## src/rtl/io_arb_pkg.sv

```systemverilog
// Shared types and constants for the IO pin-bus arbiter.
// Latency: n/a (package only).
// Backpressure: n/a (package only).
package io_arb_pkg;

  // Legal parameter ranges for io_port_arbiter.
  localparam int NUM_REQ_MIN     = 2;
  localparam int NUM_REQ_MAX     = 4;
  localparam int TURN_CYCLES_MIN = 1;
  localparam int TURN_CYCLES_MAX = 7;

  typedef logic [7:0] byte_t;
  typedef logic [1:0] req_idx_t;   // wide enough for NUM_REQ_MAX requesters
  typedef logic [2:0] turn_cnt_t;  // wide enough for TURN_CYCLES_MAX - 1

  typedef enum logic [2:0] {
    ST_IDLE,
    ST_DRIVE,
    ST_TURN,
    ST_SAMPLE,
    ST_RECOVER
  } state_t;

  function automatic logic [NUM_REQ_MAX-1:0] idx_to_onehot(input req_idx_t idx);
    logic [NUM_REQ_MAX-1:0] oh;
    oh      = '0;
    oh[idx] = 1'b1;
    return oh;
  endfunction

endpackage

```

## src/rtl/rr_picker.sv

```systemverilog
// Round-robin winner select: one-hot winner among req, searching from ptr+1 upward with wrap.
// Latency: combinational.
// Backpressure: none; win is zero when req is zero.
// Ports: req (request vector), ptr (index of last granted requester), win (one-hot winner).
module rr_picker
  import io_arb_pkg::*;
#(
  parameter int NUM_REQ = 2
) (
  input  logic [NUM_REQ-1:0] req,
  input  req_idx_t           ptr,
  output logic [NUM_REQ-1:0] win
);

  always_comb begin
    int   idx;
    logic found;
    win   = '0;
    found = 1'b0;
    idx   = 0;
    // Visit ptr+1, ptr+2, ... ptr+NUM_REQ (mod NUM_REQ); the last one visited is ptr itself.
    for (int k = 1; k <= NUM_REQ; k++) begin
      idx = int'(ptr) + k;
      if (idx >= NUM_REQ) idx = idx - NUM_REQ;
      for (int i = 0; i < NUM_REQ; i++) begin
        if (!found && (i == idx) && req[i]) begin
          win[i] = 1'b1;
          found  = 1'b1;
        end
      end
    end
  end

endmodule

```

## src/rtl/io_port_arbiter.sv

```systemverilog
// Arbitrates NUM_REQ requesters onto a shared 8-bit bidirectional pin bus, one byte per grant.
// Latency: req seen in IDLE at cycle N -> write done at N+2, read done at N+2+TURN_CYCLES.
// Backpressure: requesters hold req until their done pulse; requests outside IDLE wait.
// Ports: clk, rst_n (async, active-high); req/wr/wdata per requester; gnt/done one-hot;
//        rdata last sampled byte; busy; uio_in/uio_out/uio_oe pin bus (oe 1 = output).
// Build option: define IO_ARB_FIXED_PRIO_EN for fixed priority (lowest index wins, no pointer).
module io_port_arbiter
  import io_arb_pkg::*;
#(
  parameter int NUM_REQ     = 2,
  parameter int TURN_CYCLES = 1
) (
  input  logic                 clk,
  input  logic                 rst_n,
  input  logic [NUM_REQ-1:0]   req,
  input  logic [NUM_REQ-1:0]   wr,
  input  logic [NUM_REQ*8-1:0] wdata,
  output logic [NUM_REQ-1:0]   gnt,
  output logic [NUM_REQ-1:0]   done,
  output byte_t                rdata,
  output logic                 busy,
  input  byte_t                uio_in,
  output byte_t                uio_out,
  output byte_t                uio_oe
);

  localparam turn_cnt_t TURN_LAST = turn_cnt_t'(TURN_CYCLES - 1);

  state_t                 state;
  state_t                 state_nxt;
  turn_cnt_t              cnt;
  req_idx_t               owner;
  byte_t                  wbyte;
  req_idx_t               ptr;
  logic [NUM_REQ-1:0]     win;
  req_idx_t               win_idx;
  logic                   win_wr;
  byte_t                  win_wdata;
  logic [NUM_REQ_MAX-1:0] owner_oh;
  logic                   start;

  assign start = (state == ST_IDLE) && (|req);

`ifdef IO_ARB_FIXED_PRIO_EN
  // Pinning the pointer to the top index makes the picker search from 0 every time.
  assign ptr = req_idx_t'(NUM_REQ - 1);
`else
  // Reset value NUM_REQ-1 puts requester 0 first in line.
  always_ff @(posedge clk or posedge rst_n) begin
    if (rst_n) begin
      ptr <= req_idx_t'(NUM_REQ - 1);
    end else if (start) begin
      ptr <= win_idx;
    end
  end
`endif

  rr_picker #(.NUM_REQ(NUM_REQ)) u_picker (
    .req (req),
    .ptr (ptr),
    .win (win)
  );

  // Decode the one-hot winner into its index, direction and write byte.
  always_comb begin
    win_idx   = '0;
    win_wr    = 1'b0;
    win_wdata = '0;
    for (int i = 0; i < NUM_REQ; i++) begin
      if (win[i]) begin
        win_idx   = req_idx_t'(i);
        win_wr    = wr[i];
        win_wdata = wdata[8*i +: 8];
      end
    end
  end

  always_ff @(posedge clk or posedge rst_n) begin
    if (rst_n) begin
      state <= ST_IDLE;
      cnt   <= '0;
      owner <= '0;
      wbyte <= '0;
      rdata <= '0;
    end else begin
      state <= state_nxt;
      // cnt measures time spent in TURN/RECOVER; restarts on every state change.
      if ((state_nxt == state) && ((state == ST_TURN) || (state == ST_RECOVER))) begin
        cnt <= cnt + 3'd1;
      end else begin
        cnt <= '0;
      end
      // Transaction parameters are captured once, so later req/wr/wdata changes cannot alter it.
      if (start) begin
        owner <= win_idx;
        wbyte <= win_wdata;
      end
      if (state == ST_SAMPLE) begin
        rdata <= uio_in;
      end
    end
  end

  always_comb begin
    state_nxt = state;
    case (state)
      ST_IDLE:    if (|req) state_nxt = win_wr ? ST_DRIVE : ST_TURN;
      ST_DRIVE:   state_nxt = ST_RECOVER;
      ST_TURN:    if (cnt == TURN_LAST) state_nxt = ST_SAMPLE;
      ST_SAMPLE:  state_nxt = ST_RECOVER;
      ST_RECOVER: if (cnt == TURN_LAST) state_nxt = ST_IDLE;
      default:    state_nxt = ST_IDLE;
    endcase

    owner_oh = idx_to_onehot(owner);
    busy     = (state != ST_IDLE);
    gnt      = busy ? owner_oh[NUM_REQ-1:0] : '0;
    // done fires only in the first RECOVER cycle.
    done     = ((state == ST_RECOVER) && (cnt == '0)) ? owner_oh[NUM_REQ-1:0] : '0;
    uio_oe   = (state == ST_DRIVE) ? 8'hFF : 8'h00;
    uio_out  = (state == ST_DRIVE) ? wbyte : 8'h00;
  end

endmodule

```

## config.mk

```make
export PLATFORM = sky130hd
export DESIGN_NAME = io_port_arbiter
export DESIGN_NICKNAME = d
export VERILOG_FILES = /design/src/rtl/io_arb_pkg.sv /design/src/rtl/rr_picker.sv /design/src/rtl/io_port_arbiter.sv
export SDC_FILE = /design/constraint.sdc
export NUM_CORES = 1
export LEC_CHECK = 0
export CORE_UTILIZATION = 37
export DETAILED_ROUTE_END_ITERATION = 12
export PLACE_DENSITY = 0.75
export SLEW_MARGIN = 40
export SYNTH_ARGS = -nofsm -noshare
export SYNTH_HDL_FRONTEND = slang
export SYNTH_HIERARCHICAL = 1
export SYNTH_SLANG_ARGS = --single-unit
```

## constraint.sdc

```tcl
create_clock -name clk -period 1.6 [get_ports clk]
set_input_delay 0.32 -clock clk [delete_from_list [all_inputs] [get_ports clk]]
set_output_delay 0.32 -clock clk [all_outputs]
set_load 0.005 [all_outputs]
```

==> parameters.txt <==
Parameter                              Value

Outcome
  Outcome ... complete, but fails checks
  Failing checks ... setup timing

Clock network
  Clock slew at reported path FFs ... about 0.14 ns
  Number of buffers added by the clock tree synthesis step ... 3
  Number of hold buffers added after cts ... 0
  Largest buffer count on any clock path ... 2
  Worst-skew pair later-pin latency ... about 0.31 ns
  Max H-tree Level ... 1
  Clock sinks ... 24
  Root buffer cell ... sky130_fd_sc_hd__clkbuf_4
  Clock tree from TritonCTS ... done

Finish
  Area added between synthesis and finish ... 75.57%
  Most used cells in the layout excluding fill and tap cells ... 37 x sky130_fd_sc_hd__clkdlybuf4s50_1, 24 x sky130_fd_sc_hd__buf_6, 21 x sky130_fd_sc_hd__dfrtp_1, 18 x sky130_fd_sc_hd__buf_4, 10 x sky130_fd_sc_hd__mux2_4
  Fillers ... 274
  Final cell area excluding filler cells ... 2293 um2
  Leading cell type in the layout, fill and taps excluded ... sky130_fd_sc_hd__clkdlybuf4s50_1
  Count of antenna diodes in the layout ... 0
  Count of placed standard cells in the final layout, fillers left out ... between 200 and 250
  Final Core Density ... 0.6819
  Fin nets ... approximately 230
  Layout cells sized above 1 ... 0.4948

Job
  Max-cap violation count ... 0

Drt
  First-iteration detailed-routing DRC count ... 12
  Post-Route WL ... 3118 um
  Mean routed wirelength per cell ... approximately 13 um
  DRT antenna net count ... 0
  Via total after detailed routing ... 1,095
  Number of design rule violations left after detail routing ... 0
  First-pass iteration count of the detailed router ... 4
  Avg Vias per Cell ... ~4.6

Synth
  Average cell area after synthesis ... approximately 12 um2
  Total standard cell area after synthesis ... 1306 um2
  Post-synthesis async set-or-reset flop share ... 1.000
  Post-synthesis sequential area ratio ... 0.4607
  Synthesized instance count ... between 100 and 150
  Synthesis-stage register bit count ... 24
  Warning count from the yosys run ... 6
  Most used DFF post-synth ... sky130_fd_sc_hd__dfrtp_1
  EDFF count, synth ... 0
  Count of cell types in the netlist ... 30

Global routing
  Aggregate global-route resource usage ... 0.1687
  Via count of the first global-routing pass ... ~1,100
  Maximum number of pins on one net before global-route repair ... 25
  Global-route wire length before repair ... 4733 um
  Number of antenna violations at the first check in global routing ... 0
  Global route total overflow ... 0

Timing
  Setup Total Neg Slack ... -2.463 ns
  Fmax achieved ... approximately 570 MHz
  Post-route fraction of the period consumed by the critical path ... 1.095
  Worst clock skew ... ~0.010 ns
  Final hold viol count ... 0
  Period minus WS final ... approximately 1.8 ns
  Post-route worst setup slack ... -0.1516 ns
  Max-slew violation count ... 0
  Final setup vio count ... 31
  Setup repair after global routing missed its margin ... yes

Place
  Cell area after placement ... 2017 um2
  Setup Slack @ Placement ... -0.3044 ns
  Weighted congestion reported at the end of routability-driven placement ... 0.7538
  # placed instances ... around 220
  Number of buffers added on ports ... 58
  Dpl hpwl ... around 2200 um

Floorplan
  Placement Rows ... 21
  Die ar. ... around 3800 um2
  Chip Height ... between 60 and 70 um
  Boundary pin count ... 59
  Die Width ... 61.42 um
  Standard cell core area ... ~3400 um2
  Effective utilization at floorplan ... 0.3884

Critical path
  End of the worst register-to-register path ... owner[0]$_DFFE_PP0P_
  Logic depth of the worst register-to-register path ... 7
  Critical path data arrival time ... about 1.4 ns
  CP Capture Type ... output pin
  Critical Path Fanout Max ... 4
  Startpoint kind of the worst setup timing path ... flop
  Reg-to-reg setup timing slack ... -0.08 ns
  Crit path capture ... uio_out[5]
  Critical Setup Path Class ... reg2out
  Data required time of the critical path ... between 1 and 1.5 ns
  CP Launch Point ... state[0]$_DFF_PP0_
  Launch instance of the worst register-to-register path ... state[1]$_DFF_PP0_

Min path
  Worst min-delay path category ... in2async

Power and ir drop
  VDD IR-drop max ... approximately 0.73 mV
  Power Dens Cells ... roughly 1700 nW/um2
  Leakage component of the power ... between 1 and 1.5 nW
## repair_timing
item,CTS,global route
setup endpoints to repair,29,33
buffers inserted,9,2
gates cloned,1,0
endpoints found under the hold margin,0,0
pin swaps,14,6
resized for setup,124,5
## worst max-delay path, cell delays in order, from the launching register on
cell,delay [ns]
sky130_fd_sc_hd__dfrtp_2,0.43
sky130_fd_sc_hd__buf_6,0.12
sky130_fd_sc_hd__nand2b_4,0.07
sky130_fd_sc_hd__nor2_4,0.04
sky130_fd_sc_hd__buf_6,0.12
sky130_fd_sc_hd__buf_6,0.11
sky130_fd_sc_hd__and2_4,0.13
sky130_fd_sc_hd__buf_6,0.11
## power breakdown
part	internal (mW)	switching [mW]
Clock	0.253	0.185
Sequential	0.886	0.166
Combinational	1.56	0.794
## sequential cells by signal (all words and copies together), names as in the netlist
register / count
wbyte: 8
rdata: 8
state: 3
cnt: 3
ptr: 1
owner: 1
## cell families (layout without fill, tap and decap cells)
group	after synthesis	count (layout)	synth area share
DFF	24	24	0.4607
adders and majority gates	2	2	0.01915
muxes	19	19	0.1916
buffers and inverters	17	97	0.08621
xor gates and xnor gates	1	1	0.006706
and+or+nand+nor	34	34	0.1561
AOI/OAI and AO/OA	13	13	0.07663
other	1	2	0.002871
## Yosys cell counts, drive strengths merged, types with 3 or more instances
master  number  area (um2)
dfrtp       23       575.6
mux2        18       240.2
buf         10       86.33
and2         9       56.30
nor2         9       33.78
a22o         7       61.31
inv          5       18.77
nand2        3       11.26
nor2b        3       18.77
o21ai        3       15.01
## layer usage
layer  global-route usage  wire (um)  up-vias
met5                    0          0        -
met4              0.03810         13        0
met3              0.02101        128        2
met2               0.2981       1626       36
met1               0.2211       1350      521
li1                     -          -      536
## worst min path at each step
stage	cells after the start	to	startpoint
floorplan	1	cnt[0]$_DFF_PP0_	rst_n
global placement	1	rdata[2]$_DFFE_PP0N_	rdata[2]$_DFFE_PP0N_
detailed placement	1	wbyte[6]$_DFFE_PP0P_	wbyte[6]$_DFFE_PP0P_
CTS	3	wbyte[1]$_DFFE_PP0P_	rst_n
global route	3	rdata[6]$_DFFE_PP0N_	rst_n
finish	3	wbyte[6]$_DFFE_PP0P_	rst_n
## layout make-up
cell class | count | area (um2) | area share
clock buffer | 3 | 22.52 | 0.009820
clock inverter | 1 | 30.03 | 0.01309
inverter | 5 | 18.77 | 0.008183
multi-input combinational | 71 | 671.9 | 0.2930
sequential | 24 | 604.3 | 0.2635
tap | 46 | 57.56 | 0.02510
timing repair buffer | 88 | 888.4 | 0.3873
## per-stage QoR
step	power [mW]	hold slack, ns
CTS	3.784	0.3311
floorplan	2.054	0.3339
detailed placement	2.928	0.4877
finish	3.849	0.3261
global route	4.087	0.3723
global placement	2.877	0.4852
No activity file was read; power rests on OpenSTA's default activity.
